File: config.mk
export PLATFORM = sky130hd
export DESIGN_NAME = activation_output_writer
export DESIGN_NICKNAME = d
export VERILOG_FILES = /design/src/rtl/activation_output_writer.sv
export SDC_FILE = /design/constraint.sdc
export NUM_CORES = 1
export LEC_CHECK = 0
export ABC_AREA = 1
export BUFFER_PORTS_ARGS = -buffer_cell sky130_fd_sc_hd__buf_2
export CORE_MARGIN = 8
export CORE_UTILIZATION = 66
export CTS_BUF_LIST = sky130_fd_sc_hd__clkbuf_16
export CTS_CLUSTER_SIZE = 8
export DETAILED_ROUTE_END_ITERATION = 10
export PLACE_DENSITY = 0.87
export SLEW_MARGIN = 20
export SYNTH_ARGS = -nofsm -noshare
export SYNTH_HDL_FRONTEND = slang
export SYNTH_SLANG_ARGS = --single-unit
File: constraint.sdc
create_clock -name clk -period 27.5 [get_ports clk]
set_input_delay 1.375 -clock clk [delete_from_list [all_inputs] [get_ports clk]]
set_output_delay 1.375 -clock clk [all_outputs]
set_load 0.005 [all_outputs]
File: src/rtl/activation_output_writer.sv
// activation_output_writer
//
// Takes the per-lane requantized int8 stream that leaves the systolic array and
// writes it into the activation SRAM for the next layer. Every lane has its own
// small FIFO. A round-robin arbiter picks one lane head per cycle, then gathers
// every other lane head with the same (row, col) so that one byte-enabled SRAM
// word write covers all of them. A start/flush FSM frames each layer pass.
//
// Ports
//   clk, reset        clock, synchronous active-high reset
//   start             pulse, latches cfg_* and begins a pass (IDLE only)
//   flush             pulse, last lane sample of the pass has been presented
//   cfg_base          base word address of the output tensor
//   cfg_width         output columns per row
//   cfg_groups        channel groups per pixel
//   cfg_group         channel group handled by this pass
//   in_valid          per-lane sample valid
//   in_row, in_col    per-lane coordinates, lane k at [k*N_BITS +: N_BITS]
//   in_data           per-lane int8 value, lane k at [k*8 +: 8]
//   mem_we            SRAM write request, held until mem_ready
//   mem_ready         SRAM accepts the write this cycle
//   mem_addr          SRAM word address
//   mem_wdata         byte k carries lane k data
//   mem_byte_en       byte k enabled when lane k joined the write
//   idle              IDLE, all FIFOs empty and no write outstanding
//   done              one-cycle pulse on the DRAIN to IDLE transition
//   err_overflow      sticky, a lane sample was dropped
module activation_output_writer #(
  parameter int SA_N       = 4,
  parameter int MAX_N      = 64,
  parameter int N_BITS     = $clog2(MAX_N),
  parameter int FIFO_DEPTH = 4,
  parameter int ADDR_WIDTH = 16,
  parameter int GROUP_BITS = 4
) (
  input  logic                     clk,
  input  logic                     reset,
  input  logic                     start,
  input  logic                     flush,
  input  logic [ADDR_WIDTH-1:0]    cfg_base,
  input  logic [N_BITS:0]          cfg_width,
  input  logic [GROUP_BITS:0]      cfg_groups,
  input  logic [GROUP_BITS-1:0]    cfg_group,
  input  logic [SA_N-1:0]          in_valid,
  input  logic [SA_N*N_BITS-1:0]   in_row,
  input  logic [SA_N*N_BITS-1:0]   in_col,
  input  logic [SA_N*8-1:0]        in_data,
  output logic                     mem_we,
  input  logic                     mem_ready,
  output logic [ADDR_WIDTH-1:0]    mem_addr,
  output logic [SA_N*8-1:0]        mem_wdata,
  output logic [SA_N-1:0]          mem_byte_en,
  output logic                     idle,
  output logic                     done,
  output logic                     err_overflow
);

  localparam int PTR_W   = $clog2(FIFO_DEPTH);
  localparam int RR_W    = (SA_N > 1) ? $clog2(SA_N) : 1;
  localparam int ENTRY_W = 2 * N_BITS + 8;

  typedef enum logic [1:0] {IDLE, RUN, DRAIN} state_t;

  state_t state, state_next;

  logic [ADDR_WIDTH-1:0] base_q;
  logic [N_BITS:0]       width_q;
  logic [GROUP_BITS:0]   groups_q;
  logic [GROUP_BITS-1:0] group_q;

  // Pointers carry one extra wrap bit so full and empty can be told apart.
  logic [ENTRY_W-1:0] fifo_mem [SA_N][FIFO_DEPTH];
  logic [PTR_W:0]     wr_ptr   [SA_N];
  logic [PTR_W:0]     rd_ptr   [SA_N];

  logic [SA_N-1:0]    lane_empty;
  logic [SA_N-1:0]    lane_full;
  logic [N_BITS-1:0]  head_row  [SA_N];
  logic [N_BITS-1:0]  head_col  [SA_N];
  logic [7:0]         head_data [SA_N];
  logic               all_empty;

  logic [RR_W-1:0]    rr;
  logic [RR_W-1:0]    winner;
  logic [RR_W-1:0]    rr_after;
  logic               any_head;
  logic [SA_N-1:0]    merge;
  logic [N_BITS-1:0]  win_row;
  logic [N_BITS-1:0]  win_col;
  logic [SA_N*8-1:0]  wdata_next;
  logic [ADDR_WIDTH-1:0] addr_next;

  logic               load;
  logic [SA_N-1:0]    pop;
  logic [SA_N-1:0]    push;
  logic               drop;

  always_comb begin
    for (int k = 0; k < SA_N; k++) begin
      lane_empty[k] = (wr_ptr[k] == rd_ptr[k]);
      lane_full[k]  = (wr_ptr[k][PTR_W] != rd_ptr[k][PTR_W]) &&
                      (wr_ptr[k][PTR_W-1:0] == rd_ptr[k][PTR_W-1:0]);
      {head_row[k], head_col[k], head_data[k]} = fifo_mem[k][rd_ptr[k][PTR_W-1:0]];
    end
  end

  assign all_empty = &lane_empty;

  // Round-robin winner is the first non-empty lane at or after rr. Every other
  // non-empty lane whose head points at the same pixel rides along in the
  // same SRAM word, each in its own byte.
  always_comb begin
    int idx;
    idx        = 0;
    any_head   = 1'b0;
    winner     = '0;
    merge      = '0;
    wdata_next = '0;
    for (int i = 0; i < SA_N; i++) begin
      idx = int'(rr) + i;
      if (idx >= SA_N) idx = idx - SA_N;
      if (!any_head && !lane_empty[idx]) begin
        winner   = RR_W'(idx);
        any_head = 1'b1;
      end
    end
    win_row = head_row[winner];
    win_col = head_col[winner];
    for (int k = 0; k < SA_N; k++) begin
      if (!lane_empty[k] && head_row[k] == win_row && head_col[k] == win_col) begin
        merge[k]              = 1'b1;
        wdata_next[k*8 +: 8]  = head_data[k];
      end
    end
  end

  assign rr_after = (winner == RR_W'(SA_N - 1)) ? '0 : winner + RR_W'(1);

  // Arithmetic is done at ADDR_WIDTH so the result wraps modulo the address space.
  assign addr_next = base_q +
                     (ADDR_WIDTH'(win_row) * ADDR_WIDTH'(width_q) + ADDR_WIDTH'(win_col)) *
                     ADDR_WIDTH'(groups_q) + ADDR_WIDTH'(group_q);

  // A new word may only replace the write register when it is empty or its
  // current word is being taken by the SRAM this very cycle. A full lane FIFO
  // still accepts a push when its head pops in the same cycle.
  always_comb begin
    load = (state != IDLE) && any_head && (!mem_we || mem_ready);
    pop  = load ? merge : '0;
    for (int k = 0; k < SA_N; k++) begin
      push[k] = (state == RUN) && in_valid[k] && (!lane_full[k] || pop[k]);
    end
    drop = |(in_valid & ~push);
  end

  always_comb begin
    state_next = state;
    done       = 1'b0;
    unique case (state)
      IDLE:    if (start) state_next = RUN;
      RUN:     if (flush) state_next = DRAIN;
      DRAIN: begin
        if (all_empty && !mem_we) begin
          state_next = IDLE;
          done       = 1'b1;
        end
      end
      default: state_next = IDLE;
    endcase
  end

  assign idle = (state == IDLE) && all_empty && !mem_we;

  // Error flag: a drop in the same cycle as an accepted start still counts.
  always_ff @(posedge clk) begin
    if (reset) begin
      state        <= IDLE;
      rr           <= '0;
      err_overflow <= 1'b0;
    end else begin
      state <= state_next;
      if (load) rr <= rr_after;
      if (drop) err_overflow <= 1'b1;
      else if (state == IDLE && start) err_overflow <= 1'b0;
    end
  end

  always_ff @(posedge clk) begin
    if (reset) begin
      base_q   <= '0;
      width_q  <= '0;
      groups_q <= '0;
      group_q  <= '0;
    end else if (state == IDLE && start) begin
      base_q   <= cfg_base;
      width_q  <= cfg_width;
      groups_q <= cfg_groups;
      group_q  <= cfg_group;
    end
  end

  always_ff @(posedge clk) begin
    if (reset) begin
      for (int k = 0; k < SA_N; k++) begin
        wr_ptr[k] <= '0;
        rd_ptr[k] <= '0;
      end
    end else begin
      for (int k = 0; k < SA_N; k++) begin
        if (push[k]) wr_ptr[k] <= wr_ptr[k] + (PTR_W+1)'(1);
        if (pop[k])  rd_ptr[k] <= rd_ptr[k] + (PTR_W+1)'(1);
      end
    end
  end

  // Storage needs no reset; the pointers define what is valid.
  always_ff @(posedge clk) begin
    for (int k = 0; k < SA_N; k++) begin
      if (push[k]) begin
        fifo_mem[k][wr_ptr[k][PTR_W-1:0]] <= {in_row[k*N_BITS +: N_BITS],
                                              in_col[k*N_BITS +: N_BITS],
                                              in_data[k*8 +: 8]};
      end
    end
  end

  // The write register holds every output steady while the SRAM stalls.
  always_ff @(posedge clk) begin
    if (reset) begin
      mem_we      <= 1'b0;
      mem_addr    <= '0;
      mem_wdata   <= '0;
      mem_byte_en <= '0;
    end else if (load) begin
      mem_we      <= 1'b1;
      mem_addr    <= addr_next;
      mem_wdata   <= wdata_next;
      mem_byte_en <= merge;
    end else if (mem_ready) begin
      mem_we      <= 1'b0;
    end
  end

endmodule

==> impl_metrics.ini <==
[pwr]
power.leakage_nw = 11.1
power_density_mw_per_mm2 = 85.9
vdd_drop_max_v = 0.0000812

[placement]
gp_congestion = 0.933
placed_area_sq_mm = 0.0240
portBuffers = 176
post-dp-hpwl_mm = 37.0
pre_cts_ws_ps = 16210
dp_cells = 2842

[synth]
synth_most_common_cell = nand2_1
netlist_top_cells_area = edfxtp_1 45%, dfxtp_1 7.9%, nand2_1 7.5%
yosysSeqAreaShare_pct = 53.3
ys_ff_latch = 434
synth_area_per_cell_sq_um = 9.99
yosys.area.top_type_share_pct = 45.4
synthCells = 2279
synthesis.area_sq_mm = 0.0228
synth_nets = 2564
synth_area_leader_cell = edfxtp_1
ys_warn_count = 0
synth_common_cells = 453 x nand2_1, 344 x edfxtp_1, 243 x inv_1, 235 x nor2_1, 124 x nand3_1
synth-main-ff-cell = edfxtp_1
async_flop_share_pct = 0
synth-edff-count = 344
synth_cell_types = 37

[die]
die_x_um = 202
num_io_pins = 177
die_h_um = 202
dieArea_sq_mm = 0.0407
initial_core_util_pct = 66.4
rows = 68
core_sq_mm = 0.0343

[drt]
met3_length_mm = 4.17
met2_length_mm = 27.1
first_pass_iters = 7
top_layer = met4
via_per_inst = 5.77
vias = 17000
wirelength_mm = 54.5
drc = 0
dr.first_iter.drc_count = 1337
wl_per_cell_um = 18.5
final_antenna_net_count = 0
wl_met1_mm = 21.4

[global_routing]
grt_pass1_vias = 17000
grt_max_degree = 64
antenna_found_initial = 4
grt_pass1_wl_mm = 86.3
overflow = 0
grt_util_all_layers_pct = 26.4

[clock_tree]
cts_sinks = 434
post_cts_buffers = 0
h-tree-depth = 2
cts-buffers-inserted = 60
clkTransAtPathRegs_ps = 50
cts_hold_buf = 0
cts_tree = yes
cts-resized-gates = 0
cts_root_buf = clkbuf_16
clk_latency_ps = 620
cts.path.max_buffers = 3

[timing]
setup-tns-final_ps = 0
rsz0062_at_grt = no
finalCritPeriodShare_pct = 41.8
max-slew-margin-rel_pct = 41.0
fin_skew_ps = 26.2
worst_slack_ps = 16010
slew_viol_final = 0
period_minus_slack_ps = 11490
tightest_slew_ps = 885
hold_viol_final = 0
finalSetupViolCount = 0
max_freq_ghz = 0.0870

[worst_setup_path]
ff2ff_path_depth = 50
slowest_stage = nand3_2
cpMostUsedCell = nand2_1
cp.required_ps = 27980
reg2reg_slack_ps = 16010
path_buf_inv = 7
start_kind = register
path_max_fanout = 44
r2r_end = mem_addr[15]$_SDFFE_PP0P_
worstPathArrival_ps = 11970
cp_top_family = adder cells
endpoint_kind = register
critical_path.max_stage_delay_ps = 680
crit_type = reg2reg
r2r_start = rd_ptr[0][0]$_SDFFCE_PN0P_

[final_layout]
syn_to_final_growth_pct = 13.1
fin_nets = 2734
finish.utilization_pct = 75.1
drive_gt1_share_pct = 16.8
final_cells = 2954
n_fill_cell = 2268
stdcell_area_sq_mm = 0.0257

[job]
drv_cap = 0

[worst_hold_path]
worstHoldStart = mem_addr[4]$_SDFFE_PP0P_
holdPathStages = 2
holdPathEnd = mem_addr[4]$_SDFFE_PP0P_
hp-class = reg2reg

[run_status]
status = finished, final reports clean
-- cells by family after synthesis --
family                     synth area share, %
and+or+nand+nor                           19.5
DFF                                       53.3
buffers and inverters                     6.10
AOI/OAI and AO/OA                         8.10
adders and majority gates                 11.5
xor gates and xnor gates                  1.58
-- worst max path at each step --
stage | startpoint | endpoint | slack (ps) | cells past startpoint
global placement | rd_ptr[0][0]$_SDFFCE_PN0P_ | mem_addr[15]$_SDFFE_PP0P_ | 16590 | 50
detailed placement | rd_ptr[0][0]$_SDFFCE_PN0P_ | mem_addr[15]$_SDFFE_PP0P_ | 16210 | 50
finish | rd_ptr[0][0]$_SDFFCE_PN0P_ | mem_addr[15]$_SDFFE_PP0P_ | 16010 | 50
global route | rd_ptr[0][0]$_SDFFCE_PN0P_ | mem_addr[15]$_SDFFE_PP0P_ | 15180 | 50
CTS | rd_ptr[0][0]$_SDFFCE_PN0P_ | mem_addr[15]$_SDFFE_PP0P_ | 16160 | 50
floorplan | rd_ptr[2][0]$_SDFFCE_PN0P_ | mem_addr[15]$_SDFFE_PP0P_ | 18660 | 51
-- metal layers --
metal | track usage, % | up-vias
met1 | 32.7 | 8131
met3 | 4.82 | 123
met4 | 11.5 | 0
met5 | 0 | -
met2 | 44.8 | 758
li1 | - | 8021
-- metrics by stage --
step,power [mW],hold WS (ps)
4_1_cts,2.22,469
2_1_floorplan,1.37,462
3_5_place_dp,1.56,461
3_3_place_gp,1.53,455
5_1_grt,2.37,491
6_report,2.21,470
-- power breakdown --
part / leakage (nW) / internal (mW) / total [mW] / switching (mW)
Sequential: 3.87 / 0.731 / 0.744 / 0.0131
Clock: 1.00 / 0.389 / 0.660 / 0.270
Combinational: 6.25 / 0.307 / 0.808 / 0.501
-- worst reg2reg max path, delay by kind of cell (launching register included) --
family / cells / cell delay (ps)
compound gates: 10 / 1420
xor+xnor: 2 / 600
fa+ha+maj: 10 / 4470
buf+inv: 7 / 1180
flops: 1 / 350
simple gates: 21 / 3350
-- placed cells by master, fill, tap and decap left out, types with 45 or more instances in the layout --
master | synthesis | routed
nand3_1 | 124 | 123
inv_1 | 243 | 286
ha_1 | 90 | 90
edfxtp_1 | 344 | 344
nor2_1 | 235 | 234
a32o_1 | 45 | 45
o21ai_0 | 77 | 77
clkbuf_16 | 0 | 60
or2_2 | 105 | 105
buf_2 | 11 | 176
nand2_1 | 453 | 453
fa_1 | 74 | 74
a21oi_1 | 110 | 110
dfxtp_1 | 90 | 90
-- sequential cells by signal, indices dropped and copies added, names as in the netlist --
register and count:
mem_we 1, mem_byte_en 4, state 2, fifo_mem 320, mem_addr 16, mem_wdata 32, width_q 7, group_q 4
err_overflow 1, rd_ptr 12, rr 2, base_q 16, groups_q 5, wr_ptr 12
-- final cells by class --
type | instances | area (sq um) | share of cell area [%]
antenna | 4 | 10.0 | 0.0389
clock buffer | 60 | 1500 | 5.83
tap | 455 | 569 | 2.21
clock inverter | 48 | 234 | 0.909
inverter | 254 | 953 | 3.70
sequential | 434 | 12100 | 47.1
timing repair buffer | 204 | 1090 | 4.24
multi-input combinational | 1495 | 9250 | 35.9
Power figures use the tool's default switching activity.
